**src/rtl/load_buffer_tracker.sv**
```systemverilog
// Load buffer tracker: holds per-load metadata for loads in flight to the
// write-through data cache. Hands out buffer indices used as cache request
// IDs, then formats each returned word into a sign- or zero-extended result.
module load_buffer_tracker #(
    parameter int unsigned XLEN       = 32,
    parameter int unsigned NR_ENTRIES = 2,
    parameter int unsigned TRANS_ID_W = 2,
    parameter int unsigned IDX_W      = (NR_ENTRIES > 1) ? $clog2(NR_ENTRIES) : 1,
    parameter int unsigned OFF_W      = $clog2(XLEN / 8)
) (
    input  logic                  clk_i,
    input  logic                  rst_i,
    input  logic                  flush_i,
    input  logic                  alloc_valid_i,
    output logic                  alloc_ready_o,
    input  logic [TRANS_ID_W-1:0] alloc_trans_id_i,
    input  logic [OFF_W-1:0]      alloc_offset_i,
    input  logic [1:0]            alloc_size_i,
    input  logic                  alloc_signed_i,
    output logic [IDX_W-1:0]      alloc_idx_o,
    input  logic                  rsp_valid_i,
    input  logic [IDX_W-1:0]      rsp_idx_i,
    input  logic [XLEN-1:0]       rsp_data_i,
    output logic                  res_valid_o,
    output logic [TRANS_ID_W-1:0] res_trans_id_o,
    output logic [XLEN-1:0]       res_data_o,
    output logic [IDX_W:0]        count_o,
    output logic                  empty_o,
    output logic                  rsp_err_o
);

    logic [NR_ENTRIES-1:0] occupied_q;
    logic [NR_ENTRIES-1:0] killed_q;
    logic [NR_ENTRIES-1:0] signed_q;
    logic [TRANS_ID_W-1:0] trans_id_q [NR_ENTRIES];
    logic [OFF_W-1:0]      offset_q   [NR_ENTRIES];
    logic [1:0]            size_q     [NR_ENTRIES];
    logic [IDX_W:0]        count_q;

    logic [IDX_W-1:0] free_idx;
    logic             alloc_fire;
    logic             rsp_idx_ok;
    logic             rsp_hit;
    logic [XLEN-1:0]  shifted;
    logic [XLEN-1:0]  keep_mask;
    logic             sign_bit;
    logic [XLEN-1:0]  ext_data;

    // With a single entry the index port is wider than the array; reject index 1.
    if (NR_ENTRIES == 1) begin : g_one_entry
        assign rsp_idx_ok = (rsp_idx_i == '0);
    end else begin : g_multi_entry
        assign rsp_idx_ok = 1'b1;
    end

    // Lowest-numbered free entry (scan from the top so the lowest wins).
    always_comb begin
        free_idx = '0;
        for (int unsigned i = 0; i < NR_ENTRIES; i++) begin
            if (!occupied_q[NR_ENTRIES-1-i]) begin
                free_idx = IDX_W'(NR_ENTRIES - 1 - i);
            end
        end
    end

    assign alloc_ready_o = !(&occupied_q) && !flush_i;
    assign alloc_idx_o   = free_idx;
    assign alloc_fire    = alloc_valid_i && alloc_ready_o;
    assign rsp_hit       = rsp_valid_i && rsp_idx_ok && occupied_q[rsp_idx_i];

    // Shift the requested bytes down, keep the access width, then extend.
    always_comb begin
        shifted   = rsp_data_i >> {offset_q[rsp_idx_i], 3'b000};
        keep_mask = XLEN'(32'hFFFF_FFFF);
        sign_bit  = shifted[31];
        case (size_q[rsp_idx_i])
            2'd0: begin
                keep_mask = XLEN'(8'hFF);
                sign_bit  = shifted[7];
            end
            2'd1: begin
                keep_mask = XLEN'(16'hFFFF);
                sign_bit  = shifted[15];
            end
            2'd2: begin
                keep_mask = XLEN'(32'hFFFF_FFFF);
                sign_bit  = shifted[31];
            end
            default: begin
                if (XLEN == 64) begin
                    keep_mask = '1;
                    sign_bit  = shifted[XLEN-1];
                end
            end
        endcase
        ext_data = (shifted & keep_mask) |
                   ((signed_q[rsp_idx_i] && sign_bit) ? ~keep_mask : '0);
    end

    // Entry occupancy and kill flags; allocation and response never share an index.
    always_ff @(posedge clk_i) begin
        if (rst_i) begin
            occupied_q <= '0;
            killed_q   <= '0;
        end else begin
            if (flush_i) begin
                killed_q <= killed_q | occupied_q;
            end
            if (alloc_fire) begin
                occupied_q[free_idx] <= 1'b1;
                killed_q[free_idx]   <= 1'b0;
            end
            if (rsp_hit) begin
                occupied_q[rsp_idx_i] <= 1'b0;
            end
        end
    end

    // Per-entry load attributes captured on allocation.
    always_ff @(posedge clk_i) begin
        if (alloc_fire) begin
            trans_id_q[free_idx] <= alloc_trans_id_i;
            offset_q[free_idx]   <= alloc_offset_i;
            size_q[free_idx]     <= alloc_size_i;
            signed_q[free_idx]   <= alloc_signed_i;
        end
    end

    // Occupied-entry count: +1 per allocation, -1 per accepted response.
    always_ff @(posedge clk_i) begin
        if (rst_i) begin
            count_q <= '0;
        end else begin
            case ({alloc_fire, rsp_hit})
                2'b10:   count_q <= count_q + 1'b1;
                2'b01:   count_q <= count_q - 1'b1;
                default: count_q <= count_q;
            endcase
        end
    end

    // Registered result; killed entries and flush-cycle responses are dropped.
    always_ff @(posedge clk_i) begin
        if (rst_i) begin
            res_valid_o    <= 1'b0;
            res_trans_id_o <= '0;
            res_data_o     <= '0;
        end else begin
            res_valid_o <= rsp_hit && !killed_q[rsp_idx_i] && !flush_i;
            if (rsp_hit && !killed_q[rsp_idx_i] && !flush_i) begin
                res_trans_id_o <= trans_id_q[rsp_idx_i];
                res_data_o     <= ext_data;
            end
        end
    end

    // Sticky flag for responses that match no occupied entry.
    always_ff @(posedge clk_i) begin
        if (rst_i) begin
            rsp_err_o <= 1'b0;
        end else if (rsp_valid_i && !rsp_hit) begin
            rsp_err_o <= 1'b1;
        end
    end

    assign count_o = count_q;
    assign empty_o = (count_q == '0);

endmodule
```
**config.mk**
```make
export PLATFORM = sky130hd
export DESIGN_NAME = load_buffer_tracker
export DESIGN_NICKNAME = d
export VERILOG_FILES = /design/src/rtl/load_buffer_tracker.sv
export SDC_FILE = /design/constraint.sdc
export NUM_CORES = 1
export LEC_CHECK = 0
export ABC_CLOCK_PERIOD_IN_PS = 4300
export CORE_ASPECT_RATIO = 0.75
export CORE_UTILIZATION = 45
export CTS_CLUSTER_DIAMETER = 60
export DETAILED_ROUTE_END_ITERATION = 8
export HOLD_SLACK_MARGIN = 0.12
export PLACE_DENSITY_LB_ADDON = 0.3
export SYNTH_ARGS = -nofsm -noshare
export SYNTH_HDL_FRONTEND = slang
export SYNTH_SLANG_ARGS = --single-unit
export TNS_END_PERCENT = 5
```
**constraint.sdc**
```tcl
create_clock -name clk_i -period 4.3 [get_ports clk_i]
set_clock_uncertainty 0.2 [all_clocks]
set_input_delay 1.075 -clock clk_i [delete_from_list [all_inputs] [get_ports clk_i]]
set_output_delay 1.075 -clock clk_i [all_outputs]
set_load 0.05 [all_outputs]
```
==> key figures <==
Critical path
  • WP data arrival: roughly 2.6 ns
  • Critical Path RT: 3.02 ns
  • R2R cell count: 7
  • Crit Reg-Reg Endpoint: res_data_o[30]
  • CP Launch Type: primary input
  • Critical path type: primary input to output port
  • Highest net fanout along the worst path: 5
  • Setup crit end kind: output port
  • Internal reg-to-reg setup slack: between 1.5 and 2 ns
  • FF-to-FF Start: offset_q[0][1]

Timing
  • Hold Vio Cnt, Final: 0
  • Min Hold Slack: roughly 0.26 ns
  • Max Freq: between 0.2 and 0.3 GHz
  • Max-slew headroom: approximately two fifths
  • Post-route clock period utilization: between 90 and 100%
  • Final Max Slew Viols: 0
  • Tmin final: around 3.9 ns
  • RSZ-0062 raised after global routing: no
  • Setup ws final: about 0.42 ns
  • Setup tns final: 0 ns
  • Finish-stage setup viols: 0
  • Slew @ Worst Pin: just under 0.9 ns

Hold path
  • Hold Path Cell Cnt: 2
  • Hold Path Class: register to register
  • Hold Path Origin: res_data_o[7]
  • WHS Endpoint: res_data_o[7]

Logic synthesis
  • Netlist cell types: 43
  • Top area cells in the synthesized netlist: dfxtp_1 30%, edfxtp_1 15%, mux2i_1 11%, a21oi_1 5.7%, nor2_1 5.1%
  • Post-synthesis sequential area ratio: about 45%
  • Syn Inst Count: between 200 and 300
  • Top-count cell post-synth: dfxtp_1
  • Most frequent cells after synthesis: 42 x dfxtp_1, 38 x nor2_1, 32 x a21oi_1
  • Synthesized flop and latch total: 56
  • Synth top area share: between 20% and 30%
  • Cell area after synthesis: 0.00281 mm2
  • Post-synthesis average cell area: slightly below 10 um2
  • Ys async rst share: 0%
  • Yosys warns: 0
  • Net Count, Synth: 333
  • Top FF cell, synth: dfxtp_1
  • Cell taking the most area after synthesis: dfxtp_1
  • Post-synth EDFFs: 14

CTS
  • TritonCTS Buffers: 5
  • Reg clk slew, reported paths: ~0.1 ns
  • Clock Tree Buf Depth: 2
  • Num Clock Sinks: 56
  • Cts hold-fix bufs: 0
  • # resized after CTS: 0
  • Post-CTS Setup Bufs: 0
  • Skew-Pair Late Insertion Delay: 0.32 ns
  • CTS Root Cell: clkbuf_8
  • CTS tree: built
  • CTS H-tree depth: 2

Floorplan
  • Starting Density: roughly 47%
  • Die area: approximately 0.0066 mm2
  • Die Y: a little over 70 um
  • Number of I/O pins: 86
  • Width of the chip: 93.2 um
  • Std-Cell Core Area: 0.00592 mm2
  • Row count: 24

Power and ir drop
  • VDD IR max: 162 uV
  • Total power: around 1.1 mW
  • Pwr dens: approximately 300 mW/mm2
  • P_leak: about 1.4 nW

Global routing
  • GRT overflow: 0
  • Pin count of the biggest net entering global routing: 46
  • Global Route Usage Sum: about a quarter
  • Wire length of the first global-routing pass: between 10000 and 15000 um
  • Antenna violations before repair: 0
  • Number of global-route vias before repair: between 2000 and 2500

Drt
  • Routed WL: 7670 um
  • First-pass iteration count of the detailed router: 5
  • DR iter-0 viols: ~180
  • Via-per-instance ratio: about 5.7
  • # DRC: 0
  • Antenna Violating Nets Remaining: 0
  • Via count: around 2500
  • Drt wl/cell: ~17 um

Finish
  • Nets: between 400 and 500
  • Number of antenna diodes: 0
  • Synth-to-Final Area Change: 36.3%
  • Post-route insts no fill: 446
  • Ratio of cells with drive above 1 in the final layout: between 10% and 20%

Run
  • Max-Cap Viols: 0

Outcome
  • Outcome: finished clean

Placement
  • IO buf count: 85
  • GP Congestion: roughly 0.93
  • Final HPWL DP: 5500 um
  • Placed cell count: approximately 440
  • Worst slack, placed: between 0.4 and 0.5 ns
cell type report:
cell class                      count  area, um2
Fill cell                         505       2090
Multi-Input combinational cell    208       1420
Sequential cell                    56       1260
Timing Repair Buffer               95        926
Tap cell                           78       97.6
Clock buffer                        6       72.6
Clock inverter                      2       38.8
Inverter                            1       3.75
worst max-delay path by stage:
stage,from,cells past startpoint,slack (ns),endpoint
3_5_place_dp,flush_i,3,0.43,alloc_ready_o
3_3_place_gp,flush_i,3,0.46,alloc_ready_o
5_1_grt,flush_i,3,0.32,alloc_ready_o
4_1_cts,flush_i,3,0.42,alloc_ready_o
6_report,flush_i,3,0.42,alloc_ready_o
2_1_floorplan,flush_i,1,1.13,alloc_ready_o
metrics by stage:
step	util [%]	area, um2
2_1_floorplan	-	2810
3_3_place_gp	62.8	3710
3_5_place_dp	62.8	3710
4_1_cts	64.6	3820
5_1_grt	64.6	3820
6_report	64.6	3820
power breakdown:
part | leakage (nW) | switching, mW | total [mW] | internal, mW
sequential | 0.469 | 0.0108 | 0.565 | 0.554
combinational | 0.841 | 0.124 | 0.221 | 0.0966
clock | 0.0558 | 0.186 | 0.362 | 0.177
total | 1.37 | 0.321 | 1.15 | 0.827
per-layer routing:
layer	track usage, %	wire length [um]	vias up
li1	-	-	1204
met1	33.7	3490	1187
met2	36.3	3390	130
met5	0	0	-
met4	5.47	70	0
met3	6.86	725	7
critical path: stages:
cell and delay, ns:
clkdlybuf4s50_1 0.47, a21oi_1 0.21, clkdlybuf4s50_1 0.84
registers in the layout, indices dropped and copies added, names as in the netlist:
register / cells
res_data_o: 32
offset_q: 4
size_q: 4
trans_id_q: 4
count_o: 2
killed_q: 2
occupied_q: 2
res_trans_id_o: 2
signed_q: 2
res_valid_o: 1
rsp_err_o: 1
cells in the final DEF (no fill, tap or decap), types with 2 or more instances in the layout:
cell and n:
o2bb2ai_1 8, nand2b_1 2, nand2_1 26, nor2_1 38, a311oi_1 4, mux2i_2 2, or2_2 2, nor3b_1 3
o21a_1 5, nand3_1 2, mux2i_1 31, nor3_1 4, o21ai_0 2, dfxtp_1 42, and3b_1 3, a21oi_1 32
a21o_1 3, buf_4 10, a211oi_2 10, edfxtp_1 14, clkdlybuf4s50_1 85, nor2b_1 2, a211oi_1 12, clkbuf_8 5
logic make-up (layout without fill, tap and decap cells):
group	count (synthesis)	after routing	synth area share, %
AO/OA/AOI/OAI	82	82	22.0
buffers and inverters	23	104	4.28
flip-flops	56	56	45.0
adder cells (fa/ha/maj)	1	1	0.446
multiplexers	35	35	13.2
XOR/XNOR	2	2	0.625
AND/OR/NAND/NOR	88	88	14.5
Note: power is estimated with default switching activity, not from simulation.
